--- src/rtl/counter_display_scanner.sv ---
// counter_display_scanner: registers the ones digit from an upstream counter,
// counts its wrap pulses into a tens digit, and time-multiplexes both digits
// onto a 2-digit common-anode 7-segment display with optional leading-zero blanking.
module counter_display_scanner #(
   parameter int REFRESH_DIV = 16,
   parameter int TENS_MAX    = 9,
   parameter bit BLANK_LZ    = 1'b1
) (
   input  logic       clk,
   input  logic       reset,
   input  logic [3:0] digit_in,
   input  logic       clr_in,
   output logic [6:0] seg,
   output logic [1:0] an,
   output logic [3:0] tens_out,
   output logic       ovf_out
);

   localparam int              CNT_W     = (REFRESH_DIV > 1) ? $clog2(REFRESH_DIV) : 1;
   localparam logic [CNT_W-1:0] CNT_LAST  = CNT_W'(REFRESH_DIV - 1);
   localparam logic [3:0]       TENS_LAST = 4'(TENS_MAX);

   logic [3:0]       r_ones;
   logic [3:0]       r_tens;
   logic             r_clr_prev;
   logic             r_ovf;
   logic [CNT_W-1:0] r_cnt;
   logic             r_sel;
   logic             w_inc;
   logic [3:0]       w_digit;

   // Active-low gfedcba decode; values above 9 show as hex glyphs.
   function automatic logic [6:0] dec7(input logic [3:0] v);
      logic [6:0] s;
      case (v)
         4'h0: s = 7'b1000000;
         4'h1: s = 7'b1111001;
         4'h2: s = 7'b0100100;
         4'h3: s = 7'b0110000;
         4'h4: s = 7'b0011001;
         4'h5: s = 7'b0010010;
         4'h6: s = 7'b0000010;
         4'h7: s = 7'b1111000;
         4'h8: s = 7'b0000000;
         4'h9: s = 7'b0010000;
         4'hA: s = 7'b0001000;
         4'hB: s = 7'b0000011;
         4'hC: s = 7'b1000110;
         4'hD: s = 7'b0100001;
         4'hE: s = 7'b0000110;
         default: s = 7'b0001110;
      endcase
      return s;
   endfunction

   // Rising edge of the wrap level; clr_prev cleared by reset so a level
   // already high right after reset still counts once.
   assign w_inc = clr_in & ~r_clr_prev;

   // Ones capture, wrap edge detection, tens counting and overflow pulse.
   always_ff @(posedge clk) begin
      if (!reset) begin
         r_ones     <= 4'd0;
         r_tens     <= 4'd0;
         r_clr_prev <= 1'b0;
         r_ovf      <= 1'b0;
      end else begin
         r_ones     <= digit_in;
         r_clr_prev <= clr_in;
         r_ovf      <= 1'b0;
         if (w_inc) begin
            if (r_tens == TENS_LAST) begin
               r_tens <= 4'd0;
               r_ovf  <= 1'b1;
            end else begin
               r_tens <= r_tens + 4'd1;
            end
         end
      end
   end

   // Scan timer: each digit stays selected for REFRESH_DIV cycles.
   always_ff @(posedge clk) begin
      if (!reset) begin
         r_cnt <= '0;
         r_sel <= 1'b0;
      end else if (r_cnt == CNT_LAST) begin
         r_cnt <= '0;
         r_sel <= ~r_sel;
      end else begin
         r_cnt <= r_cnt + 1'b1;
      end
   end

   assign w_digit = r_sel ? r_tens : r_ones;

   // Anode/segment mux from registered state, with tens leading-zero blanking.
   always_comb begin
      an  = r_sel ? 2'b01 : 2'b10;
      seg = dec7(w_digit);
      if (r_sel && BLANK_LZ && (r_tens == 4'd0)) begin
         an  = 2'b11;
         seg = 7'b1111111;
      end
   end

   assign tens_out = r_tens;
   assign ovf_out  = r_ovf;

endmodule

--- config.mk ---
export PLATFORM = sky130hd
export DESIGN_NAME = counter_display_scanner
export DESIGN_NICKNAME = d
export VERILOG_FILES = /design/src/rtl/counter_display_scanner.sv
export SDC_FILE = /design/constraint.sdc
export NUM_CORES = 1
export LEC_CHECK = 0
export BUFFER_PORTS_ARGS = -buffer_cell sky130_fd_sc_hd__buf_2
export CORE_MARGIN = 2
export CORE_UTILIZATION = 40
export DETAILED_ROUTE_END_ITERATION = 6
export GPL_ROUTABILITY_DRIVEN = 0
export SLEW_MARGIN = 15
export SYNTH_ARGS = -nofsm -noshare
export SYNTH_HDL_FRONTEND = slang
export SYNTH_SLANG_ARGS = --single-unit
--- constraint.sdc ---
create_clock -name clk -period 2.52 [get_ports clk]
set_input_delay 0.252 -clock clk [delete_from_list [all_inputs] [get_ports clk]]
set_output_delay 0.252 -clock clk [all_outputs]
set_load 0.02 [all_outputs]
==> summary.md <==
| Metric | Value |
|---|---|
| Placed cell count | `149` |
| Initial antenna violation count | `0` |
| First DRT Iteration DRCs | `12` |
| CP max FO | `9` |
| Clock Skews | `0.000258 ns` |
| CTS sink cnt | `15` |
| Num CTS Buffers | `3` |
| Post-CTS sizing | `0` |
| Top cell type's share of synthesized area | `0.321` |
| Least-Margin Pin Slew | `0.352 ns` |
| Hold Vio Cnt, Final | `0` |
| Setup TNS | `0 ns` |
| Critical path buffers and inverters | `2` |
| Crit start category | `flop` |
| Die Wd | `52.4 um` |
| Fin cells | `153` |
| DR vias/cell | `5.03` |
| Pleak | `0.485 nW` |
| Clock Path Buffers | `2` |
| Final #Nets | `140` |
| HPWL after detailed placement | `1320 um` |
| Post-synthesis sequential area ratio | `0.321` |
| Share of cells above drive strength 1 | `0.232` |
| Syn Nets | `118` |
| Synthesized area | `936 sq um` |
| DIE AREA | `2740 sq um` |
| Pre-CTS setup slack | `0.464 ns` |
| Warnings, synthesis | `0` |
| Clk Latency, worst-skew pair | `0.27 ns` |
| Row Count | `17` |
| CTS tree | `done` |
| # H-tree levels | `1` |
| RSZ-0062 raised after global routing | `false` |
| Unique masters post-synth | `34` |
| Io pins | `21` |
| # setup viols final | `0` |
| Part of the cycle the worst path needs | `0.936` |
| Hold Slack | `0.185 ns` |
| Final WS setup | `0.161 ns` |
| Register area | `300 sq um` |
| Cell Pwr Density | `457 nW/um^2` |
| CP arrival | `2.11 ns` |
| Ant. Diodes | `0` |
| DRT Pass-1 Iters | `4` |
| Commonest non-fill, non-tap cell in the layout | `buf_2` |
| Area contributors post-synth | `dfxtp_1, ha_1, and2_1, buf_6, mux2i_1` |
| Mapped Cells | `104` |
| Final wirelength | `1710 um` |
| Slew Limit Fails | `0` |
| Global-route wire length before repair | `2970 um` |
| Die Y | `52.4 um` |
| Max-Slew Margin vs Limit | `0.763` |
| Core Box Area | `2210 sq um` |
| Period minus WS final | `2.36 ns` |
| Post-CTS Hold Buffers | `0` |
| Vias in the first global route | `697` |
| Max VDD drop | `0.337 mV` |
| Worst-path clk slew | `0.08 ns` |
| Quantity of I/O buffers inserted on ports | `20` |
| CP max-delay cell | `dfxtp_1` |
| Most frequent cells in the layout | `buf_2, dfxtp_1, and2_1` |
| Residual DRC | `0` |
| Layout area overhead | `14.4%` |
| Crit path largest cell delay | `0.47 ns` |
| Crit-path cells | `mux2_2, inv_1, ha_1, and2b_1, nor3b_1, o22a_1, o21ai_1, buf_2` |
| Largest net degree at the start of global routing | `16` |
| Setup bufs post-CTS | `0` |
| Critical path class | `flop to output port` |
| Maxcap violations | `0` |
| FF-to-FF setup slack | `1.32 ns` |
| HP Class | `input port to flop` |
| Post-synth top area cell | `dfxtp_1` |
| Critical Path Sink Type | `output port` |
| FMAX | `424 MHz` |
| GRT Resource Usage Total | `0.142` |
| Synthesized flop and latch total | `15` |
| Req. time, crit path | `2.27 ns` |
| Area of the multi-input gates | `579 sq um` |
| Vias after detailed routing | `770` |
| Drt wl/cell | `11.2 um` |
| Root buffer cell | `clkbuf_4` |
| Synthesized area per cell | `9.00 sq um` |
| CP delay by family, top | `flip-flops` |
| Global route overflow | `0` |
| Fillcell total | `238` |
| ANT nets after route | `0` |
| Initial core utilization | `0.423` |
| Status | `finished clean` |
[path summary, 6_finish.rpt]
kind          startpoint          end  depth (start not counted)
max reg2reg  tens_out[0]  tens_out[3]                          4
min reg2reg     r_cnt[0]     r_cnt[0]                          1
max          tens_out[1]       seg[3]                          8
min          digit_in[1]    r_ones[1]                          2
[per-stage QoR]
step                utilization  instance area (sq um)  power (W)
finish                    0.484                   1070   0.000490
global route              0.484                   1070   0.000525
CTS                       0.484                   1070   0.000501
detailed placement        0.472                   1040   0.000368
global placement          0.472                   1040   0.000368
floorplan                     -                    936   0.000339
[layer usage]
layer	vias up	wire length (um)	track usage
li1	408	-	-
met1	348	882	0.195
met2	14	764	0.219
met3	0	58	0.0343
met4	0	0	0.0385
met5	-	0	0
[Yosys cell counts (all sizes together)]
cell	number
nor2b	4
nand2	6
or3	1
nand2b	4
nor3b	2
and3	1
nand3	4
o21ai	5
inv	4
and2	10
a21boi	1
xor2	2
clkbuf	2
mux2	3
buf	3
o221ai	3
nor4	2
dfxtp	15
a21oi	5
o211ai	1
nor2	2
o311ai	1
nor3	2
o22ai	1
and2b	3
a32oi	1
xnor2	3
nand3b	1
ha	7
o22a	1
mux2i	4
[report_power, final]
part / switching [W] / internal (W)
registers: 0.0000116 / 0.000248
logic: 0.0000566 / 0.0000458
clock network: 0.0000665 / 0.0000613
total: 0.000135 / 0.000355
[sequential cells by signal, indices dropped and copies added (netlist names)]
signal,cells
r_cnt,4
r_ones,4
tens_out,4
ovf_out,1
r_clr_prev,1
r_sel,1
[logic make-up after synthesis]
family / Yosys count / synth area share
simple gates: 42 / 0.259
compound gates: 19 / 0.132
flops: 15 / 0.321
buf+inv: 9 / 0.0602
mux: 7 / 0.0869
fa+ha+maj: 7 / 0.0936
xor+xnor: 5 / 0.0468
[final cells by class]
type                       count  share of cell area
sequential                    15               0.280
timing repair buffer          22               0.107
multi-input combinational     80               0.541
clock buffer                   4              0.0245
inverter                       4              0.0140
tap                           28              0.0327
(Power assumes the default switching activity.)
